`src/rtl/muldiv_arbiter.sv`:
```
// ============================================================================
// muldiv_arbiter: two-requester round-robin front end for one iterative
// RISC-V M-extension multiply/divide engine. Optional macro: MULDIV_ALTOPS_EN.
// Revision: 1.0
// ============================================================================
`default_nettype none

module muldiv_arbiter #(
  parameter int   WIDTH        = 32,
  parameter logic RR_RESET_PTR = 1'b0
) (
  input  logic                 clk,
  input  logic                 rst_n,
  input  logic [1:0]           req_valid_i,
  output logic [1:0]           req_ready_o,
  input  logic [5:0]           req_op_i,
  input  logic [2*WIDTH-1:0]   req_rs1_i,
  input  logic [2*WIDTH-1:0]   req_rs2_i,
  input  logic [9:0]           req_rd_i,
  input  logic                 flush_i,
  output logic                 resp_valid_o,
  input  logic                 resp_ready_i,
  output logic                 resp_id_o,
  output logic [4:0]           resp_rd_o,
  output logic [WIDTH-1:0]     resp_data_o,
  output logic                 busy_o
);

  localparam int               CNT_W = $clog2(WIDTH + 1);
  localparam logic [CNT_W-1:0] ITERS = CNT_W'(WIDTH);

  typedef enum logic [1:0] {
    IDLE  = 2'd0,
    ITER  = 2'd1,
    FIXUP = 2'd2,
    RESP  = 2'd3
  } state_e;

  state_e             state_q;
  logic               rr_ptr_q;
  logic [2:0]         op_q;
  logic [4:0]         rd_q;
  logic               id_q;
  logic               neg_q;
  logic               spec_q;
  logic [WIDTH-1:0]   opnd_q;
  logic [2*WIDTH-1:0] acc_q;
  logic [CNT_W-1:0]   cnt_q;
  logic               resp_valid_q;
  logic               resp_id_q;
  logic [4:0]         resp_rd_q;
  logic [WIDTH-1:0]   resp_data_q;

  // Selected-request decode
  logic               gnt_id;
  logic [2:0]         op_sel;
  logic [WIDTH-1:0]   rs1_sel;
  logic [WIDTH-1:0]   rs2_sel;
  logic [4:0]         rd_sel;
  logic               n1;
  logic               n2;
  logic [WIDTH-1:0]   abs1;
  logic [WIDTH-1:0]   abs2;
  logic               neg_sel;
  logic               spec_sel;
  logic [WIDTH-1:0]   spec_res;

  logic [2*WIDTH-1:0] acc_d;
  logic [WIDTH-1:0]   res_d;

  always_comb begin
    req_ready_o = 2'b00;
    if (rst_n && (state_q == IDLE) && !flush_i) begin
      case (req_valid_i)
        2'b01:   req_ready_o = 2'b01;
        2'b10:   req_ready_o = 2'b10;
        2'b11:   req_ready_o = rr_ptr_q ? 2'b10 : 2'b01;
        default: req_ready_o = 2'b00;
      endcase
    end
  end

  assign gnt_id  = req_ready_o[1];
  assign op_sel  = gnt_id ? req_op_i[5:3] : req_op_i[2:0];
  assign rs1_sel = gnt_id ? req_rs1_i[2*WIDTH-1:WIDTH] : req_rs1_i[WIDTH-1:0];
  assign rs2_sel = gnt_id ? req_rs2_i[2*WIDTH-1:WIDTH] : req_rs2_i[WIDTH-1:0];
  assign rd_sel  = gnt_id ? req_rd_i[9:5] : req_rd_i[4:0];

  always_comb begin
    logic s1;
    logic s2;
    logic div0;
    logic ovf;
    s1   = (op_sel == 3'd1) || (op_sel == 3'd2) || (op_sel == 3'd4) || (op_sel == 3'd6);
    s2   = (op_sel == 3'd1) || (op_sel == 3'd4) || (op_sel == 3'd6);
    n1   = s1 & rs1_sel[WIDTH-1];
    n2   = s2 & rs2_sel[WIDTH-1];
    abs1 = n1 ? -rs1_sel : rs1_sel;
    abs2 = n2 ? -rs2_sel : rs2_sel;
    // Remainder follows the dividend; everything else follows the sign product.
    neg_sel = op_sel[2] && op_sel[1] ? n1 : (n1 ^ n2);
    div0 = op_sel[2] && (rs2_sel == '0);
    ovf  = (op_sel == 3'd4 || op_sel == 3'd6) &&
           (rs1_sel == {1'b1, {(WIDTH-1){1'b0}}}) && (rs2_sel == '1);
`ifdef MULDIV_ALTOPS_EN
    spec_sel = 1'b1;
    case (op_sel)
      3'd0:    spec_res = (rs1_sel + rs2_sel) ^ WIDTH'(32'h5876063e);
      3'd1:    spec_res = (rs1_sel + rs2_sel) ^ WIDTH'(32'hf6583fb7);
      3'd2:    spec_res = (rs1_sel - rs2_sel) ^ WIDTH'(32'hecfbe137);
      3'd3:    spec_res = (rs1_sel + rs2_sel) ^ WIDTH'(32'h949ce5e8);
      3'd4:    spec_res = (rs1_sel - rs2_sel) ^ WIDTH'(32'h7f8529ec);
      3'd5:    spec_res = (rs1_sel - rs2_sel) ^ WIDTH'(32'h10e8fd70);
      3'd6:    spec_res = (rs1_sel - rs2_sel) ^ WIDTH'(32'h8da68fa5);
      default: spec_res = (rs1_sel - rs2_sel) ^ WIDTH'(32'h3138d0e1);
    endcase
`else
    spec_sel = div0 | ovf;
    if (div0)
      spec_res = op_sel[1] ? rs1_sel : '1;
    else
      spec_res = op_sel[1] ? '0 : rs1_sel;
`endif
  end

  // One engine step: acc holds {partial/remainder, multiplier/quotient}.
  always_comb begin
    logic [WIDTH:0] sum;
    logic [WIDTH:0] trial;
    sum   = {1'b0, acc_q[2*WIDTH-1:WIDTH]} + {1'b0, (acc_q[0] ? opnd_q : '0)};
    trial = {acc_q[2*WIDTH-1:WIDTH], acc_q[WIDTH-1]} - {1'b0, opnd_q};
    if (!op_q[2])
      acc_d = {sum, acc_q[WIDTH-1:1]};
    else if (!trial[WIDTH])
      acc_d = {trial[WIDTH-1:0], acc_q[WIDTH-2:0], 1'b1};
    else
      acc_d = {acc_q[2*WIDTH-2:WIDTH-1], acc_q[WIDTH-2:0], 1'b0};
  end

  always_comb begin
    logic [2*WIDTH-1:0] prod;
    logic [WIDTH-1:0]   rem;
    prod = neg_q ? -acc_q : acc_q;
    rem  = neg_q ? -acc_q[2*WIDTH-1:WIDTH] : acc_q[2*WIDTH-1:WIDTH];
    if (spec_q)
      res_d = acc_q[WIDTH-1:0];
    else begin
      case (op_q)
        3'd0, 3'd4, 3'd5: res_d = prod[WIDTH-1:0];
        3'd1, 3'd2, 3'd3: res_d = prod[2*WIDTH-1:WIDTH];
        default:          res_d = rem;
      endcase
    end
  end

  always_ff @(posedge clk or negedge rst_n) begin
    if (!rst_n) begin
      state_q      <= IDLE;
      rr_ptr_q     <= RR_RESET_PTR;
      op_q         <= 3'd0;
      rd_q         <= 5'd0;
      id_q         <= 1'b0;
      neg_q        <= 1'b0;
      spec_q       <= 1'b0;
      opnd_q       <= '0;
      acc_q        <= '0;
      cnt_q        <= '0;
      resp_valid_q <= 1'b0;
      resp_id_q    <= 1'b0;
      resp_rd_q    <= 5'd0;
      resp_data_q  <= '0;
    end else begin
      case (state_q)
        IDLE: begin
          if (|req_ready_o) begin
            rr_ptr_q <= ~gnt_id;
            op_q     <= op_sel;
            rd_q     <= rd_sel;
            id_q     <= gnt_id;
            neg_q    <= neg_sel;
            spec_q   <= spec_sel;
            if (spec_sel) begin
              acc_q   <= {{WIDTH{1'b0}}, spec_res};
              state_q <= FIXUP;
            end else begin
              opnd_q  <= op_sel[2] ? abs2 : abs1;
              acc_q   <= {{WIDTH{1'b0}}, (op_sel[2] ? abs1 : abs2)};
              cnt_q   <= ITERS;
              state_q <= ITER;
            end
          end
        end
        ITER: begin
          if (flush_i) begin
            state_q <= IDLE;
          end else begin
            acc_q <= acc_d;
            cnt_q <= cnt_q - 1'b1;
            if (cnt_q == CNT_W'(1))
              state_q <= FIXUP;
          end
        end
        FIXUP: begin
          if (flush_i) begin
            state_q <= IDLE;
          end else begin
            resp_data_q  <= res_d;
            resp_rd_q    <= rd_q;
            resp_id_q    <= id_q;
            resp_valid_q <= 1'b1;
            state_q      <= RESP;
          end
        end
        RESP: begin
          if (flush_i || resp_ready_i) begin
            resp_valid_q <= 1'b0;
            state_q      <= IDLE;
          end
        end
        default: state_q <= IDLE;
      endcase
    end
  end

  assign resp_valid_o = resp_valid_q;
  assign resp_id_o    = resp_id_q;
  assign resp_rd_o    = resp_rd_q;
  assign resp_data_o  = resp_data_q;
  assign busy_o       = (state_q != IDLE);

endmodule

`default_nettype wire

```
`config.mk`:
```
export PLATFORM = sky130hd
export DESIGN_NAME = muldiv_arbiter
export DESIGN_NICKNAME = d
export VERILOG_FILES = /design/src/rtl/muldiv_arbiter.sv
export SDC_FILE = /design/constraint.sdc
export NUM_CORES = 1
export LEC_CHECK = 0
export CAP_MARGIN = 20
export CORE_UTILIZATION = 41
export CTS_CLUSTER_DIAMETER = 30
export DETAILED_ROUTE_END_ITERATION = 10
export PLACE_DENSITY_LB_ADDON = 0.12
export SLEW_MARGIN = 20
export SYNTH_ARGS = -nofsm -noshare
export SYNTH_HDL_FRONTEND = slang
export SYNTH_SLANG_ARGS = --single-unit
```
`constraint.sdc`:
```
create_clock -name clk -period 4.1 [get_ports clk]
set_clock_uncertainty 0.2 [all_clocks]
set_input_delay 1.025 -clock clk [delete_from_list [all_inputs] [get_ports clk]]
set_output_delay 1.025 -clock clk [all_outputs]
set_load 0.05 [all_outputs]
```
-- Yosys cells after proc, flatten, opt, wreduce, memory -nomap -nowiden
Cells that the tools add are included.
Widths: inputs -> output; s select.
- flip-flop bits (word level): 155
- input port bits: 150
- output and inout bits: 42
- word-level logic and storage cells: 122
- add/subtract/negate cells: 7
- equality and inequality tests: 24
- mux-type cells: 40
- bitwise logic cells: 7
- reductions and logical operators: 30
- operators by type and width (kind ; count):
    $mux 32 ; 13
    $mux 64 ; 5
    $pmux 64 s2 ; 1
    $neg 32->32 ; 3
    $eq 32x32->1 const B ; 2
    $neg 64->64 ; 1
    $pmux 32 s2 ; 1
    $add 32x32->33 ; 1
    $sub 33x32->33 ; 1
    $logic_not 32->1 ; 1
    $mux 6 ; 3
    $mux 2 ; 8
    $eq 3x3->1 const B ; 4
    $pmux 6 s2 ; 1
    $reduce_and 3->1 ; 4
    $eq 3x2->1 const B ; 3
    $eq 2x2->1 const B ; 4
    $ne 2x2->1 const B ; 4
    $pmux 2 s4 ; 1
    $logic_or 1x1->1 ; 7
    $eq 3x1->1 const B ; 2
    $eq 6x1->1 const B ; 1
    $logic_and 1x1->1 ; 6
    $pmux 2 s3 ; 1
    other kinds (20) ; 30

-- Logic depth before layout (Yosys ltp)
Gate-level depths: netlist of run 1.
- word-level depth: 15
- depth in mapped cells: 19

-- Least setup slack after synthesis of run 1
No wires, ideal clock.
- kind: input-to-reg
- start point: input port flush_i
- end point: register cnt_q[5]
- arrival time: 4.596 ns
- setup slack: -0.819 ns
- cell stages on the path: 17
- path buffers: 5
- cell sequence: nor4b_4 nand3_4 inv_2 buf_4 buf_2 buf_2 buf_2 mux2i_1 ha_1 o21ai_1 a211oi_2 nand4b_1 and2_1 buf_2 o21ai_1 xor2_1 nand2_1
- cells in the longest elaborated chain, start to end: 11
- elaborated cells between the ends (all ways): 21
- classes of those cells: eq/ne (7); mux (4); bitwise (1); reduce/logical (9)
- RTL lines (element ; line ; source):
    from (decl) ; 20 ; input logic flush_i,
    $logic_not 1->1 * ; 73 ; if (rst_n && (state_q == IDLE) && !flush_i) begin
    $logic_and 1x1->1 * ; 73 ;
    $mux 2 * ; 73 ;
    net req_ready_o[1] ; 15 ; output logic [1:0] req_ready_o,
    parallel branches: the longest is 7 deep, another holds $mux 32 ; -- ;
    $reduce_and 4->1 (no source line) * ; -- ;
    to (signal assigned) ; 198 ; cnt_q <= cnt_q - 1'b1;
    to (decl) ; 48 ; logic [CNT_W-1:0] cnt_q;
Mark *: on every way through the listed nets, which the timed path passes.
A chain may end at the register's enable or synchronous reset.

-- Worst setup path after layout of run 1
- start point: input port req_valid_i[0]
- end point: register opnd_q[1]
- cells in the longest elaborated chain, start to end: 11
- elaborated cells between the ends (all ways): 35
- classes of those cells: add/sub (2); eq/ne (9); mux (8); bitwise (4); reduce/logical (12)
- RTL lines (element ; line ; source):
    from (decl) ; 14 ; input logic [1:0] req_valid_i,
    $eq 2x2->1 or $eq 2x1->1 (tied branches) ; 74 ; case (req_valid_i)
    $pmux 2 s3 * ; 74 ;
    $mux 2 * ; 73 ;
    parallel branches: the longest is 8 deep, another holds $neg 32->32 ; -- ;
    to (signal assigned) ; 186 ; opnd_q <= op_sel[2] ? abs2 : abs1;
    to (decl) ; 46 ; logic [WIDTH-1:0] opnd_q;
Every way passes the cells marked *.

==> qor.csv, run 1 <==
stage,metric,value,unit
detailed_routing,post_drt_wl_per_cell,23.54,microns
setup_path,setup.worst_path.end_class,register,
synth,syn_inst,2336,
clocking,cts_sinks,155,
synth,synth_top_cell_by_area,dfrtp_1,
synth,synth-edff-count,0,
floorplanning,placementRows,75,
cells_and_area,postLayoutCoreUtil,0.5766,
floorplanning,die_h,209.4,microns
setup_path,cp-start-kind,primary input,
sta,timing_max_transition_violations_final,0,
synth,netlist.area_leader.share,0.2199,
synth,synthTopCellsByArea,"dfrtp_1, mux2i_1, a21oi_1",
grt,grt_pass1_vias,19978,
sta,worst_pin_slew,0.9653,ns
power,cellLeakagePower,0.01079,uW
run,drv_cap,0,
floorplanning,coreArea,42230,sq um
clocking,tritoncts,done,
setup_path,worst_ep_required_time,4.21,ns
synth,synth_area_per_cell,7.552,sq um
clocking,cts_max_path_buffers,2,
detailed_routing,drt_first_pass_iters,7,
clocking,cts.htree.levels,4,
floorplanning,die_w,209.4,microns
synth,ys_seq_elements,155,
sta,hold_violations,0,
grt,grt_overflow,0,
setup_path,cp_data_arrival_time,4.15,ns
setup_path,cp.depth,13,
cells_and_area,multiInputGateArea,13230,sq um
placed_design,pre_cts_ws,-1.032,ns
grt,grt_max_degree,66,
cells_and_area,n_antenna_cell,0,
sta,fin_crit_sh,0.9865,
floorplanning,io_pins,192,
detailed_routing,top_layer,met4,
sta,setup_viol,0,
cells_and_area,regArea,3881,sq um
placed_design,gp_congestion,1.037,
sta,totalNegativeSetupSlack,0,ns
clocking,cts-root-buf,clkbuf_16,
clocking,clkLatencyLatePin,0.47,ns
clocking,holdBufCountCts,0,
sta,fin_hold_ws,0.2698,ns
clocking,cts_inserted_buffers,17,
synth,synth-main-ff-cell,dfrtp_1,
setup_path,crit_buf_inv,4,
detailed_routing,routed_wl,80380,microns
power,ir_drop,0.3094,mV
detailed_routing,routed-wl-met3,5264,microns
synth,syn-num-nets,2558,
detailed_routing,drt-met1-wl,33840,microns
synth,synth.distinct_cells,93,
setup_path,critPathTopFamily,compound AO/OA/AOI/OAI gates,
min_path,hold-path-cell-count,2,
sta,relSlewSlack,0.3565,
cells_and_area,fillers,3970,
synth,async_flop_share,1.000,
setup_path,reg2reg_depth,14,
detailed_routing,route.detailed.drc,0,
detailed_routing,via_per_inst,6.162,
synth,yosys_warnings,0,
sta,fmax,247.2,MHz
placed_design,hpwl,65050,microns
setup_path,critPathKind,in -> reg,
grt,grt_pass1_wl,121000,microns
cells_and_area,syn_to_final_growth,38.02,%
cells_and_area,drive_gt1_frac,0.2184,
setup_path,critical_path.cell_chain,"clkdlybuf4s50_1, nand2b_1, buf_4, and4_1, a2111o_1, o21ai_4, buf_4, nand2_2, buf_4, mux2i_2, nor2_1, o21ai_0, o21ai_0",
placed_design,numPortBuffers,191,
floorplanning,die_area,43860,sq um
setup_path,crit_top_cell,buf_4,
cells_and_area,final_nets,3084,
sta,finalCriticalPeriod,4.045,ns
setup_path,critPathMaxFanout,7,
floorplanning,initial_core_util,0.4178,
sta,final.setup.worst_slack,0.05541,ns
grt,antenna_found_initial,1,
detailed_routing,drt_iter0_markers,2078,
synth,synth-seq-area-share,0.2199,
power,power.density,671.6,nW/um^2
synth,synth_area,17640,sq um
grt,grt_use_total,0.3610,
cells_and_area,final_area,24350,sq um
setup_path,slowest_stage,a2111o_1,
outcome,status,finished clean,
placed_design,placed_cell_area,23340,sq um
setup_path,slowest_delay,0.52,ns
clocking,cts.clk_slew.worst_paths,0.07,ns
detailed_routing,num_vias,21038,
detailed_routing,ant_nets,0,
min_path,min_path_type,reg -> reg,
detailed_routing,wl_met2,36950,microns
## report_power, final
group          total, uW  internal, uW  switching [uW]
clock network       1660           884             773
registers           2830          2160             666
logic              11900          4670            7200
## flip-flops by register name, summed over array words and instances, names as in the netlist
| name | count |
|---|---|
| neg_q | 1 |
| op_q | 3 |
| opnd_q | 32 |
| acc_q | 64 |
| resp_rd_o | 5 |
| resp_data_o | 32 |
| rd_q | 5 |
| resp_id_o | 1 |
| resp_valid_o | 1 |
| cnt_q | 6 |
| state_q | 2 |
| spec_q | 1 |
| id_q | 1 |
| rr_ptr_q | 1 |
## repair_timing
action	CTS	global route
gates resized for setup	31	43
cloned	0	0
pin swaps	14	20
setup buffers	6	7
setup endpoints to repair	74	48
hold endpoints to repair	0	0
## cell usage in the layout, fill, tap and decap left out, drive strengths merged, types with 37 or more instances in the layout
| master | n |
|---|---|
| a211oi | 51 |
| a21oi | 197 |
| buf | 478 |
| clkdlybuf4s50 | 187 |
| dfrtp | 155 |
| ha | 70 |
| inv | 77 |
| mux2i | 128 |
| nand2 | 249 |
| nand3 | 46 |
| nor2 | 170 |
| nor3 | 70 |
| nor4 | 37 |
| o211ai | 40 |
| o21ai | 195 |
| o31ai | 42 |
| or3 | 47 |
| xnor2 | 89 |
| xor2 | 76 |
## final timing paths
kind,start,endpoint,slack (ns)
worst max-delay path,req_valid_i[0],opnd_q[1],0.06
worst min-delay path,rd_q[1],resp_rd_o[1],0.27
worst max register to register,acc_q[0],acc_q[56],0.16
worst min register to register,rd_q[1],resp_rd_o[1],0.27
max in group asynchronous,rst_n,op_q[2],2.09
min in group asynchronous,rst_n,resp_id_o,0.29
## kinds of logic (layout without fill, tap and decap cells)
kind of cell             after synthesis  in the layout  share of synthesized area
flip-flops                           155            155                     0.2199
AND/OR/NAND/NOR                      772            772                     0.2142
AO/OA/AOI/OAI                        797            797                     0.2970
buffers and inverters                232            771                    0.05277
adder cells (fa/ha/maj)               78             78                    0.05553
multiplexers                         137            137                    0.07837
XOR/XNOR                             165            165                    0.08234
## layer usage
layer,vias up,track usage
met1,10036,0.4687
met5,-,0
met2,1011,0.5909
met4,0,0.1838
li1,9782,-
met3,209,0.04309
## synthesized netlist by cell type, types with 7 or more instances
cell type	n
nand2_1	248
a21oi_1	197
o21ai_0	184
nor2_1	168
dfrtp_1	155
mux2i_1	128
clkbuf_1	113
xnor2_1	89
xor2_1	75
ha_1	70
inv_1	70
nor3_1	70
a211oi_1	48
or3_1	47
nand3_1	45
o31ai_1	42
o211ai_1	40
a21o_1	36
nor4_1	36
nand4_1	30
nand2b_1	28
a31oi_1	26
buf_2	24
o21a_1	24
nor2b_1	23
or4_1	22
a22oi_1	17
o41ai_1	17
buf_1	15
o221ai_1	14
o31a_1	13
or2_2	13
and3_1	10
o21ai_1	10
o22ai_1	10
o311ai_0	10
mux2_2	9
a221oi_1	8
a311oi_1	8
a31o_2	8
o21bai_1	8
a2111oi_0	7
a211o_1	7
## tightest hold or removal path: stages (launching register included)
cell,delay [ns]
dfrtp_1,0.34
nand2_1,0.05
nand2_1,0.05
## layout make-up
class / count / area share
clock inverters: 13 / 0.005344
inverters: 73 / 0.01151
multi-input cells: 1949 / 0.5435
flip-flops and latches: 155 / 0.1594
well taps: 539 / 0.02770
repair buffers: 666 / 0.2340
clock buffers: 19 / 0.01860
## through the flow
stage,instances,power (uW)
finish,3414,16350
floorplan,2336,9949
CTS,3407,16040
detailed placement,3369,14260
global route,3414,17310
global placement,3369,14130
(Power assumes the default switching activity.)
==> run 2, diff against run 1 <==
--- a/config.mk
+++ b/config.mk
@@ -9,7 +9,10 @@
 export CORE_UTILIZATION = 41
 export CTS_CLUSTER_DIAMETER = 30
 export DETAILED_ROUTE_END_ITERATION = 10
+export HOLD_SLACK_MARGIN = 0.05
 export PLACE_DENSITY_LB_ADDON = 0.12
+export RECOVER_POWER = 25
+export SETUP_SLACK_MARGIN = 0.2
 export SLEW_MARGIN = 20
 export SYNTH_ARGS = -nofsm -noshare
 export SYNTH_HDL_FRONTEND = slang
==> qor.csv, run 2 (synthesis gave the netlist of run 1 again) <==
stage,metric,value,unit
sta,hold_violations,0,
clocking,cts_max_path_buffers,2,
detailed_routing,drt_first_pass_iters,6,
power,ir_drop,0.2838,mV
detailed_routing,route.detailed.drc,0,
detailed_routing,ant_nets,0,
setup_path,slowest_stage,nor4b_4,
sta,fin_hold_ws,0.2744,ns
setup_path,setup.worst_path.end_class,register,
grt,grt_overflow,0,
setup_path,cp-endpoint,cnt_q[4],
clocking,cts_inserted_buffers,17,
sta,fmax,256.1,MHz
grt,grt_max_degree,154,
min_path,min_path_type,reg -> reg,
cells_and_area,postLayoutCoreUtil,0.5873,
setup_path,reg2reg_to,acc_q[38],
power,cellLeakagePower,0.01087,uW
cells_and_area,top_register,acc_q,
sta,worst_pin_slew,2.231,ns
clocking,cts_sinks,155,
floorplanning,die_area,43860,sq um
grt,grt_use_total,0.3568,
clocking,clkLatencyLatePin,0.46,ns
setup_path,r2r_slack,0.39,ns
setup_path,crit_top_cell,buf_6,
cells_and_area,syn_to_final_growth,40.57,%
sta,rsz0062_at_grt,true,
detailed_routing,post_drt_wl_per_cell,23.32,microns
sta,relSlewSlack,-0.4871,
detailed_routing,drt_iter0_markers,1858,
power,power.density,661.0,nW/um^2
sta,timing_max_transition_violations_final,154,
detailed_routing,via_per_inst,6.160,
cells_and_area,n_antenna_cell,0,
setup_path,critPathKind,in -> reg,
placed_design,hpwl,63640,microns
setup_path,crit_start,flush_i,
cells_and_area,final_common_cell,buf_4,
clocking,cts-root-buf,clkbuf_16,
placed_design,gp_congestion,1.079,
sta,setup_viol,0,
sta,fin_crit_sh,0.9522,
cells_and_area,drive_gt1_frac,0.2388,
outcome,status,"complete, but fails checks",
grt,grt_pass1_wl,120500,microns
grt,antenna_found_initial,0,
setup_path,critPathMaxFanout,6,
cells_and_area,fillers,3938,
run,drv_cap,1,
cells_and_area,final_nets,3087,
clocking,tritoncts,done,
sta,finalCriticalPeriod,3.904,ns
floorplanning,coreArea,42230,sq um
cells_and_area,layout_common_cells,"buf_4, nand2_1, a21oi_1",
setup_path,slowest_delay,0.35,ns
clocking,cts.clk_slew.worst_paths,0.07,ns
setup_path,reg2reg_depth,13,
setup_path,cp_data_arrival_time,4.09,ns
clocking,cts.htree.levels,4,
placed_design,numPortBuffers,191,
floorplanning,die_w,209.4,microns
grt,grt_pass1_vias,20252,
detailed_routing,routed_wl,79670,microns
floorplanning,io_pins,192,
floorplanning,initial_core_util,0.4178,
setup_path,worst_ep_required_time,4.28,ns
floorplanning,die_h,209.4,microns
floorplanning,placementRows,75,
setup_path,r2r-start,acc_q[32],
detailed_routing,num_vias,21042,
setup_path,cp-start-kind,primary input,
cells_and_area,largest_register_ffs,64,
outcome,violations,"max-capacitance violations, max-slew violations",
setup_path,critical_path.cell_chain,"buf_6, buf_6, nor4b_4, buf_4, nand3_4, inv_6, mux2i_4, ha_4, o21ai_4, a211oi_4, nand4b_1, buf_6, and2_4, o211ai_1, o31ai_1, a21oi_2",
-- run 2: cell types whose count changed in the layout (fill, tap and decap cells not counted), moves of 6 or more --
cell / delta
xnor2_1: -6
buf_6: +9
o21ai_0: -9
buf_4: -10
o21ai_1: +6
mux2i_1: -6
-- run 2: final cells by class --
type | count | area (sq um) | area share
clock inverters | 12 | 135.1 | 0.005449
flip-flops and latches | 155 | 3882 | 0.1566
repair inverters | 1 | 8.758 | 0.0003532
well taps | 539 | 674.4 | 0.02719
clock buffers | 19 | 442.9 | 0.01786
inverters | 73 | 285.3 | 0.01150
multi-input cells | 1950 | 13640 | 0.5501
repair buffers | 667 | 5728 | 0.2310
-- run 2: worst min path at each step --
stage | end | depth (start not counted) | start
finish | resp_rd_o[0] | 2 | rd_q[0]
global route | state_q[1] | 2 | rst_n
CTS | state_q[1] | 2 | rst_n
detailed placement | resp_rd_o[0] | 2 | rd_q[0]
global placement | resp_rd_o[0] | 2 | rd_q[0]
floorplan | resp_id_o | 2 | id_q
-- run 2: worst max-delay path, delay by kind of cell --
| kind | cells | cell delay [ns] |
|---|---|---|
| mux | 1 | 0.28 |
| compound gates | 5 | 0.96 |
| fa+ha+maj | 1 | 0.19 |
| simple gates | 4 | 0.89 |
| buf+inv | 5 | 0.73 |
-- run 2: what timing repair did --
item                                    in CTS  in global routing
endpoints found under the setup margin      77                 77
gates resized for setup                     63                109
hold buffers                                 0                  0
buffers inserted                             9                 20
pin swaps                                   21                 43
gates cloned                                 1                  2
-- run 2: metrics by stage --
step	cells	setup TNS (ns)	setup slack (ns)	area (sq um)	total power, uW
after global routing	3416	0	0.09433	24800	17440
after CTS	3394	0	0.2025	24120	15990
after floorplan	2336	-6.652	-0.1829	17790	9950
after detailed placement	3353	-44.46	-0.8390	23210	14180
final	3416	0	0.1959	24800	16390
after global placement	3353	-40.12	-0.7894	23210	14070
-- run 2: power by group --
part	leakage [uW]	switching [uW]	internal [uW]
clock	0.000285	715	916
combinational	0.00862	7110	4760
sequential	0.00197	727	2170
total	0.0109	8560	7840
-- run 2: routing by layer --
layer  GRT usage  part of all wire  vias up
li1            -                 -     9774
met1      0.4630              0.42    10086
met2      0.5708              0.46      974
met3     0.04893             0.067      208
met4      0.2006             0.058        0
met5           0                 0        -
==> run 3, diff against run 2 <==
--- a/config.mk
+++ b/config.mk
@@ -12,6 +12,7 @@
 export HOLD_SLACK_MARGIN = 0.05
 export PLACE_DENSITY_LB_ADDON = 0.12
 export RECOVER_POWER = 25
+export REMOVE_ABC_BUFFERS = 1
 export SETUP_SLACK_MARGIN = 0.2
 export SLEW_MARGIN = 20
 export SYNTH_ARGS = -nofsm -noshare
==> qor.csv, run 3 (synthesis gave the netlist of run 1 again) <==
stage,metric,value,unit
power,cellLeakagePower,0.01106,uW
cells_and_area,fillers,3864,
clocking,cts_inserted_buffers,17,
sta,fmax,252.8,MHz
placed_design,gp_congestion,1.058,
floorplanning,coreArea,42230,sq um
setup_path,crit_top_cell,buf_4,
placed_design,placedCellCount,3359,
sta,fin_crit_sh,0.9649,
setup_path,critical_path.cell_chain,"buf_8, or4b_4, buf_6, buf_4, buf_4, o31a_1, a221oi_4, buf_6, buf_4, nand3_2, o211ai_1, xor2_1, nand2_1, a21oi_2, o221a_2",
power,ir_drop,0.3234,mV
setup_path,cp-start-kind,primary input,
detailed_routing,route.detailed.drc,0,
cells_and_area,regArea,3881,sq um
cells_and_area,syn_to_final_growth,41.84,%
cells_and_area,layout_common_cells,"buf_4, nand2_1, a21oi_1",
cells_and_area,top_register,acc_q,
clocking,cts.clk_slew.worst_paths,0.07,ns
setup_path,critPathKind,in -> reg,
cells_and_area,final_cell_count_no_fill,3422,
setup_path,slowest_stage,or4b_4,
detailed_routing,ant_nets,0,
setup_path,setup.worst_path.end_class,register,
grt,grt_pass1_vias,20525,
sta,hold_violations,0,
min_path,min_path_type,in -> async,
placed_design,numPortBuffers,191,
clocking,cts-root-buf,clkbuf_16,
cells_and_area,final_common_cell,buf_4,
detailed_routing,drt_iter0_markers,2070,
setup_path,reg2reg_depth,11,
floorplanning,die_w,209.4,microns
sta,relSlewSlack,-0.3100,
floorplanning,placementRows,75,
run,drv_cap,2,
clocking,clkLatencyLatePin,0.46,ns
sta,rsz0062_at_grt,true,
sta,setup_viol,0,
outcome,violations,"max-capacitance violations, max-slew violations",
power,power.density,668.5,nW/um^2
floorplanning,io_pins,192,
grt,antenna_found_initial,0,
clocking,tritoncts,done,
cells_and_area,n_antenna_cell,0,
clocking,cts.htree.levels,4,
sta,timing_max_transition_violations_final,107,
outcome,status,"complete, but fails checks",
grt,grt_pass1_wl,125500,microns
detailed_routing,routed_wl,83860,microns
grt,grt_overflow,0,
grt,grt_max_degree,60,
setup_path,slowest_delay,0.53,ns
clocking,cts_max_path_buffers,2,
sta,worst_pin_slew,1.965,ns
detailed_routing,post_drt_wl_per_cell,24.51,microns
cells_and_area,drive_gt1_frac,0.2452,
floorplanning,die_area,43860,sq um
detailed_routing,drt_first_pass_iters,6,
detailed_routing,via_per_inst,6.242,
setup_path,critPathMaxFanout,4,
setup_path,cp_data_arrival_time,4.16,ns
cells_and_area,multiInputGateArea,13740,sq um
floorplanning,initial_core_util,0.4178,
cells_and_area,postLayoutCoreUtil,0.5926,
floorplanning,die_h,209.4,microns
grt,grt_use_total,0.3764,
cells_and_area,largest_register_ffs,64,
placed_design,hpwl,66940,microns
sta,finalCriticalPeriod,3.956,ns
clocking,cts_sinks,155,
setup_path,worst_ep_required_time,4.30,ns
detailed_routing,num_vias,21360,
cells_and_area,final_nets,3092,
[run 3: worst max-delay path, delay by kind of cell]
kind	cells	cell delay, ns
AO/OA/AOI/OAI	5	1.24
XOR/XNOR	1	0.26
buffers and inverters	6	0.78
AND/OR/NAND/NOR	3	0.83
[run 3: metal layers]
metal	part of all wire	track usage	wire length, microns	up-vias
met5	0	0	0	-
met4	0.064	0.2257	5355	0
met3	0.069	0.05761	5775	257
met2	0.45	0.6028	38090	1009
met1	0.41	0.4790	34640	10312
li1	-	-	-	9782
[run 3: where the power goes]
part	leakage, uW	switching (uW)	internal (uW)
logic	0.00880	7370	4820
registers	0.00197	673	2170
clock network	0.000285	732	968
[run 3: timing repair]
action,in CTS,in global routing
gates cloned,3,1
resized for setup,85,137
pin swaps,18,57
endpoints found under the setup margin,79,79
hold buffers,0,0
buffers inserted,12,15
[run 3: area by class of cell]
cell class	instances	area share
Clock buffer	21	0.01920
Clock inverter	11	0.005300
Inverter	73	0.01110
Multi-Input combinational cell	1949	0.5492
Sequential cell	155	0.1551
Tap cell	539	0.02695
Timing Repair Buffer	674	0.2332
[run 3: path summary, 6_finish.rpt]
path                       startpoint               to  slack (ns)
max reg2reg                 acc_q[35]        acc_q[63]        0.27
min in group clk              rd_q[1]     resp_rd_o[1]        0.27
min                             rst_n       state_q[1]        0.16
max in group asynchronous       rst_n  resp_data_o[13]        1.22
min reg2reg                   rd_q[1]     resp_rd_o[1]        0.27
max                           flush_i        acc_q[14]        0.14
[run 3: per-stage QoR]
| step | power [uW] | setup WS [ns] | setup TNS [ns] | hold WS, ns | area (sq um) |
|---|---|---|---|---|---|
| global route | 17690 | 0.02405 | 0 | 0.1412 | 25020 |
| CTS | 16250 | 0.1300 | 0 | 0.1464 | 24300 |
| finish | 16730 | 0.1439 | 0 | 0.1570 | 25020 |
| detailed placement | 14320 | -0.9030 | -44.99 | 0.2575 | 23170 |
| global placement | 14190 | -0.8878 | -45.79 | 0.2486 | 23170 |
| floorplan | 9713 | -2.626 | -209.54 | 0.2386 | 16990 |
